==> src/rtl/program_loader_pkg.sv <==
// Shared types and constants for the instruction-memory program loader.
package program_loader_pkg;

  typedef enum logic [2:0] {
    IDLE,
    RX_LEN,
    RX_WORD,
    WRITE,
    DONE,
    ERR
  } state_t;

  localparam int HDR_BYTES  = 4;
  localparam int WORD_BYTES = 4;

endpackage

==> src/rtl/program_loader_byte_assembler.sv <==
// Little-endian 4-to-1 byte assembler; the completed word is presented
// combinationally in the same cycle as the fourth accepted byte.
module byte_assembler
  import program_loader_pkg::*;
#(
  parameter int XLEN   = 32,
  parameter int BYTE_W = 8
) (
  input  logic              clk,
  input  logic              rst,
  input  logic              strobe,
  input  logic              clear,
  input  logic [BYTE_W-1:0] data,
  output logic [XLEN-1:0]   word,
  output logic              complete
);

  logic [1:0]             cnt;
  logic [XLEN-BYTE_W-1:0] shift;

  // Only the first three bytes need storing; the fourth is merged on the fly.
  assign complete = strobe && (cnt == 2'(WORD_BYTES - 1));
  assign word     = {data, shift};

  always_ff @(posedge clk or negedge rst) begin
    if (!rst) begin
      cnt   <= '0;
      shift <= '0;
    end else if (clear) begin
      cnt   <= '0;
      shift <= '0;
    end else if (strobe) begin
      cnt   <= cnt + 2'd1;
      shift <= {data, shift[XLEN-BYTE_W-1:BYTE_W]};
    end
  end

endmodule

==> src/rtl/program_loader.sv <==
// Streams a length-prefixed little-endian program into imem through the
// core debug write port, holding the core in reset until the load succeeds.
module program_loader
  import program_loader_pkg::*;
#(
  parameter int XLEN      = 32,
  parameter int BYTE_W    = 8,
  parameter int MAX_WORDS = 1024,
  parameter int BASE_ADDR = 0
) (
  input  logic              clk,
  input  logic              rst,
  input  logic              start,
  input  logic              rx_valid,
  input  logic [BYTE_W-1:0] rx_data,
  output logic              rx_ready,
  output logic              dbg_wr_en,
  output logic [XLEN-1:0]   dbg_addr,
  output logic [XLEN-1:0]   dbg_instr,
  output logic              core_rst,
  output logic              busy,
  output logic              done,
  output logic              err
);

  localparam int IDX_W = $clog2(MAX_WORDS) + 1;

  state_t           state, state_d;
  logic [IDX_W-1:0] word_idx, word_idx_d;
  logic [IDX_W-1:0] n_words, n_words_d;
  logic             rx_ready_d, dbg_wr_en_d, core_rst_d, busy_d, done_d, err_d;
  logic [XLEN-1:0]  dbg_addr_d, dbg_instr_d;

  logic             byte_strobe;
  logic             asm_clear;
  logic [XLEN-1:0]  asm_word;
  logic             asm_complete;

  assign byte_strobe = rx_valid && rx_ready;

  byte_assembler #(
    .XLEN   (XLEN),
    .BYTE_W (BYTE_W)
  ) u_asm (
    .clk      (clk),
    .rst      (rst),
    .strobe   (byte_strobe),
    .clear    (asm_clear),
    .data     (rx_data),
    .word     (asm_word),
    .complete (asm_complete)
  );

  always_ff @(posedge clk or negedge rst) begin
    if (!rst) begin
      state     <= IDLE;
      word_idx  <= '0;
      n_words   <= '0;
      rx_ready  <= 1'b0;
      dbg_wr_en <= 1'b0;
      dbg_addr  <= '0;
      dbg_instr <= '0;
      core_rst  <= 1'b1;
      busy      <= 1'b0;
      done      <= 1'b0;
      err       <= 1'b0;
    end else begin
      state     <= state_d;
      word_idx  <= word_idx_d;
      n_words   <= n_words_d;
      rx_ready  <= rx_ready_d;
      dbg_wr_en <= dbg_wr_en_d;
      dbg_addr  <= dbg_addr_d;
      dbg_instr <= dbg_instr_d;
      core_rst  <= core_rst_d;
      busy      <= busy_d;
      done      <= done_d;
      err       <= err_d;
    end
  end

  always_comb begin
    state_d     = state;
    word_idx_d  = word_idx;
    n_words_d   = n_words;
    dbg_wr_en_d = 1'b0;
    dbg_addr_d  = dbg_addr;
    dbg_instr_d = dbg_instr;
    core_rst_d  = core_rst;
    busy_d      = busy;
    done_d      = 1'b0;
    err_d       = err;
    asm_clear   = 1'b0;

    case (state)
      IDLE: begin
        if (start) begin
          state_d    = RX_LEN;
          busy_d     = 1'b1;
          core_rst_d = 1'b1;
          err_d      = 1'b0;
          word_idx_d = '0;
          asm_clear  = 1'b1;
        end
      end
      RX_LEN: begin
        if (asm_complete) begin
          n_words_d = IDX_W'(asm_word);
          if (asm_word == '0 || asm_word > XLEN'(MAX_WORDS)) begin
            state_d = ERR;
            err_d   = 1'b1;
            busy_d  = 1'b0;
          end else begin
            state_d = RX_WORD;
          end
        end
      end
      RX_WORD: begin
        if (asm_complete) begin
          state_d     = WRITE;
          dbg_instr_d = asm_word;
          dbg_addr_d  = XLEN'(BASE_ADDR) + (XLEN'(word_idx) << 2);
          dbg_wr_en_d = 1'b1;
        end
      end
      WRITE: begin
        // The done pulse and core release are registered here so they
        // appear together during the DONE cycle.
        if (word_idx == n_words - IDX_W'(1)) begin
          state_d    = DONE;
          done_d     = 1'b1;
          core_rst_d = 1'b0;
          busy_d     = 1'b0;
        end else begin
          word_idx_d = word_idx + IDX_W'(1);
          state_d    = RX_WORD;
        end
      end
      DONE:    state_d = IDLE;
      ERR:     state_d = IDLE;
      default: state_d = IDLE;
    endcase

    rx_ready_d = (state_d == RX_LEN) || (state_d == RX_WORD);
  end

endmodule

==> config.mk <==
export PLATFORM = sky130hd
export DESIGN_NAME = program_loader
export DESIGN_NICKNAME = d
export VERILOG_FILES = /design/src/rtl/program_loader_pkg.sv /design/src/rtl/program_loader_byte_assembler.sv /design/src/rtl/program_loader.sv
export SDC_FILE = /design/constraint.sdc
export NUM_CORES = 1
export LEC_CHECK = 0
export CAP_MARGIN = 10
export CORE_ASPECT_RATIO = 2
export CORE_MARGIN = 2
export CORE_UTILIZATION = 50
export CTS_CLUSTER_SIZE = 25
export DETAILED_ROUTE_END_ITERATION = 12
export HOLD_SLACK_MARGIN = 0.1
export PLACE_DENSITY = 0.76
export REMOVE_ABC_BUFFERS = 1
export SLEW_MARGIN = 40
export SYNTH_ARGS = -nofsm -noshare
export SYNTH_HDL_FRONTEND = slang
export SYNTH_SLANG_ARGS = --single-unit
==> constraint.sdc <==
create_clock -name clk -period 4.4 [get_ports clk]
set_input_delay 0.88 -clock clk [delete_from_list [all_inputs] [get_ports clk]]
set_output_delay 0.88 -clock clk [all_outputs]
set_load 0.05 [all_outputs]
==> impl_summary.log <==
[metrics] wire length of the first global-routing pass: approximately 16000 um
[metrics] worst-case clock buffer depth: 2
[metrics] CTS tree: built
[metrics] GRT Total Usage: between 20% and 30%
[metrics] number of buffers added by the clock tree synthesis step: 9
[metrics] share of async-settable or async-resettable flops after synthesis: 100%
[metrics] Chip Height: 140 um
[metrics] htree depth: 3
[metrics] worst min-delay path class: flop to flop
[metrics] maximum number of pins on one net before global-route repair: 77
[metrics] Final Cycle Share: between 60 and 70%
[metrics] count of cell types in the netlist: 47
[metrics] Highest Clock Rate: 352 MHz
[metrics] share of synthesized cell area in full adder, half adder and majority cells: less than 1%
[metrics] Compound-Gate Fraction of Synth Area: 7.39%
[metrics] Ports: 82
[metrics] Period minus WS final: 2.84 ns
[metrics] slew at the pin closest to its max-slew limit: 0.737 ns
[metrics] setup repair after global routing missed its margin: no
[metrics] count of pins over their slew limit: 0
[metrics] ANT nets after route: 0
[metrics] Placed Cells incl. Taps: 567
[metrics] number of resized instances in the post-cts repair step: 0
[metrics] row count: ~50
[metrics] kind of capture point of the worst setup path: flop
[metrics] FF-to-FF Start: n_words[0]
[metrics] total setup violations reported at the end of the flow: 0
[metrics] number of synthesized register bits: 100
[metrics] post-synthesis share of cell area spent on xor and xnor gates: roughly 3.4%
[metrics] via count: ~3200
[metrics] Cell Pwr Density: ~580 nW/um^2
[metrics] Post-CTS Setup Repair Bufs: 0
[metrics] overflow left after global routing: 0
[metrics] capturing point of the worst reg2reg path: busy
[metrics] sum of negative setup slack: 0 ns
[metrics] cell count of the worst hold path: 1
[metrics] start point of the worst min-delay path: dbg_instr[1]
[metrics] cell area after synthesis: roughly 4600 um^2
[metrics] number of clock sinks: 100
[metrics] worst hold slack across all endpoints: 0.502 ns
[metrics] number of port buffers: 60
[metrics] path depth of the worst reg2reg path: 9
[metrics] number of hold violations in the final report: 0
[metrics] number of antenna violations at the first check in global routing: 0
[metrics] number of detailed-routing iterations run before antenna repair: 4
[metrics] post-synthesis cell count: around 420
[metrics] warnings from Yosys: 0
[metrics] proportion of synthesized area in mux cells: between 10% and 20%
[metrics] HPWL after detailed placement: about 7200 um
[metrics] vias in the first global route: roughly 3200
[metrics] Root Driver: sky130_fd_sc_hd__clkbuf_16
[metrics] overall routed net length: just under 10000 um
[metrics] DR vias/cell: around 5.6
[metrics] critical path startpoint category: flop
[metrics] combinational family with the most area after synthesis: simple AND/OR/NAND/NOR gates
[metrics] Total Die Area: approximately 10000 um^2
[metrics] data arrival time of the worst path: around 3.1 ns
[metrics] number of flops mapped to enable cells by yosys: 0
[metrics] standard cell core area: between 9000 and 10000 um^2
[metrics] DRC marker count from the first detailed-route iteration: ~150
[metrics] post-synthesis share of cell area spent on and, or, nand and nor gates: around 14%
[metrics] endpoint of the worst hold-timing path: dbg_instr[1]
[metrics] die width: 72.1 um
[metrics] # Max-Cap Violations: 0
[metrics] number of inserted diodes: 0
[metrics] final net count: roughly 490
[metrics] gp weighted congestion: roughly 0.84
[metrics] normalized max-slew margin: 50.7%
[metrics] Initial Utilization: between 50% and 60%
[metrics] insertion delay of the later-clocked pin in the worst-skew pair: approximately 0.34 ns
[metrics] largest voltage drop on the vdd net: roughly 380 uV
[metrics] layout cells sized above 1: 17.7%
[metrics] share of synthesized area occupied by flip-flops and latches: between 50% and 60%
[metrics] average wire per cell in the routed design: 16.9 um
[metrics] Primary FF master, synth: sky130_fd_sc_hd__dfrtp_1
[metrics] count of fill cells added during filler insertion: 754
[metrics] clock transition at the registers of the reported paths: 0.06 ns
[metrics] cell leakage power: ~2.6 nW
[metrics] status: complete, no violations
[metrics] Mapped Avg Cell Area: between 10 and 15 um^2
[metrics] setup skew after layout: between 0.004 and 0.005 ns
[metrics] reg2reg setup slack: approximately 1.6 ns
[metrics] kind of critical path: flop to flop
[metrics] Post-Layout Cell Count: roughly 600
[metrics] crit path max fanout: 18
[metrics] signed area change from the synthesized netlist to the final layout: 20.5%
[metrics] total of hold buffers inserted after clock tree synthesis: 0
[metrics] DR DRC count: 0
[metrics] required time worst endpoint: ~4.6 ns
flip-flops by register name, indices dropped and copies added, names as in the netlist, 2 cells and up:
signal and count:
u_asm.cnt 2, n_words 11, dbg_instr 32, u_asm.shift 24
word_idx 11, dbg_addr 11, state 3
critical path, stage by stage (launching register included):
cell                        delay, ns
sky130_fd_sc_hd__dfrtp_1         0.42
sky130_fd_sc_hd__inv_1           0.09
sky130_fd_sc_hd__ha_1            0.29
sky130_fd_sc_hd__nor3b_2         0.31
sky130_fd_sc_hd__xnor2_1         0.11
sky130_fd_sc_hd__nor4_1          0.27
sky130_fd_sc_hd__o2111ai_1       0.26
sky130_fd_sc_hd__nor3_4          0.64
sky130_fd_sc_hd__nand2_4         0.10
sky130_fd_sc_hd__a31o_1          0.24
area by class of cell:
type	count	area (um^2)	area share, %
Sequential cell	100	2500	44.8
Multi-Input combinational cell	293	1930	34.5
Timing Repair Buffer	64	632	11.3
Clock buffer	12	246	4.41
Tap cell	102	128	2.28
Clock inverter	4	120	2.15
Inverter	8	30.0	0.537
cell usage after synthesis (2+ instances only):
cell	number	share of area [%]
sky130_fd_sc_hd__dfrtp_1	99	53
sky130_fd_sc_hd__nand2_1	74	6.0
sky130_fd_sc_hd__mux2_2	52	13
sky130_fd_sc_hd__a21oi_1	30	3.2
sky130_fd_sc_hd__buf_4	22	3.6
sky130_fd_sc_hd__xnor2_1	16	3.0
sky130_fd_sc_hd__clkbuf_1	13	1.1
sky130_fd_sc_hd__nor4_1	13	1.8
sky130_fd_sc_hd__nor2_1	11	0.89
sky130_fd_sc_hd__nor3_1	9	0.97
sky130_fd_sc_hd__inv_1	8	0.65
sky130_fd_sc_hd__buf_1	6	0.49
sky130_fd_sc_hd__nand3_1	6	0.65
sky130_fd_sc_hd__mux2i_1	5	1.1
sky130_fd_sc_hd__nand4_1	4	0.54
sky130_fd_sc_hd__o31ai_1	4	0.65
sky130_fd_sc_hd__or2_2	4	0.54
sky130_fd_sc_hd__or4_1	4	0.65
sky130_fd_sc_hd__a31oi_1	3	0.40
sky130_fd_sc_hd__ha_1	3	0.81
sky130_fd_sc_hd__nand2b_1	3	0.40
sky130_fd_sc_hd__o21ai_0	3	0.32
sky130_fd_sc_hd__o311ai_1	3	0.57
sky130_fd_sc_hd__a2111oi_0	2	0.38
sky130_fd_sc_hd__buf_6	2	0.49
sky130_fd_sc_hd__nor2b_1	2	0.27
sky130_fd_sc_hd__or3_1	2	0.27
sky130_fd_sc_hd__xor2_1	2	0.38
worst max-delay path by stage:
stage | start | slack [ns] | cells past startpoint | to
3_3_place_gp | rx_valid | 1.07 | 6 | dbg_instr[21]
6_report | n_words[0] | 1.56 | 9 | busy
2_1_floorplan | rx_valid | 1.24 | 6 | busy
4_1_cts | n_words[0] | 1.54 | 9 | busy
5_1_grt | n_words[0] | 1.33 | 9 | word_idx[8]
3_5_place_dp | rx_valid | 1.34 | 6 | dbg_instr[6]
cells by family (layout without fill, tap and decap cells):
family,Yosys count,after routing
buffers and inverters,51,88
multiplexers,57,57
adder cells (fa/ha/maj),3,3
XOR/XNOR,18,18
other,1,21
AO/OA/AOI/OAI,55,55
AND/OR/NAND/NOR,139,139
flip-flops,100,100
where the power goes:
| group | internal, mW | switching (mW) | total, mW |
|---|---|---|---|
| Clock | 0.629 | 0.325 | 0.954 |
| Sequential | 1.12 | 0.256 | 1.37 |
| Combinational | 0.377 | 0.525 | 0.903 |
cell usage in the layout, fill, tap and decap left out, types with 3 or more instances in the layout:
cell type | netlist | layout
sky130_fd_sc_hd__clkdlybuf4s50_1 | 0 | 59
sky130_fd_sc_hd__o31ai_1 | 4 | 4
sky130_fd_sc_hd__nand3_1 | 6 | 6
sky130_fd_sc_hd__nor4_1 | 13 | 13
sky130_fd_sc_hd__buf_4 | 22 | 4
sky130_fd_sc_hd__ha_1 | 3 | 3
sky130_fd_sc_hd__inv_1 | 8 | 8
sky130_fd_sc_hd__mux2_2 | 52 | 52
sky130_fd_sc_hd__nand2_1 | 74 | 73
sky130_fd_sc_hd__bufinv_16 | 0 | 4
sky130_fd_sc_hd__o311ai_1 | 3 | 3
sky130_fd_sc_hd__clkbuf_16 | 0 | 9
sky130_fd_sc_hd__mux2i_1 | 5 | 5
sky130_fd_sc_hd__dfrtp_1 | 99 | 99
sky130_fd_sc_hd__nor3_1 | 9 | 9
sky130_fd_sc_hd__nand4_1 | 4 | 4
sky130_fd_sc_hd__nand2b_1 | 3 | 3
sky130_fd_sc_hd__xnor2_1 | 16 | 16
sky130_fd_sc_hd__nor2_1 | 11 | 10
sky130_fd_sc_hd__conb_1 | 1 | 21
sky130_fd_sc_hd__a21oi_1 | 30 | 30
sky130_fd_sc_hd__a31oi_1 | 3 | 3
sky130_fd_sc_hd__o21ai_0 | 3 | 3
sky130_fd_sc_hd__or4_1 | 4 | 4
sky130_fd_sc_hd__or2_2 | 4 | 4
metal layers:
metal	global-route usage (%)	part of all wire [%]	up-vias
met5	0	0	-
met4	9.14	2.0	0
met3	4.75	4.1	15
met2	37.7	60	83
met1	21.3	34	1598
li1	-	-	1543
per-stage QoR:
step / cell area, um^2 / setup slack [ns] / util, % / total power, mW
floorplan: 4450 / 1.24 / - / 1.99
global placement: 5210 / 1.07 / 57.9 / 2.24
detailed placement: 5220 / 1.34 / 57.9 / 2.29
CTS: 5590 / 1.54 / 62.0 / 3.25
global route: 5590 / 1.33 / 62.0 / 3.41
finish: 5590 / 1.56 / 62.0 / 3.23
Power figures use the tool's default switching activity.
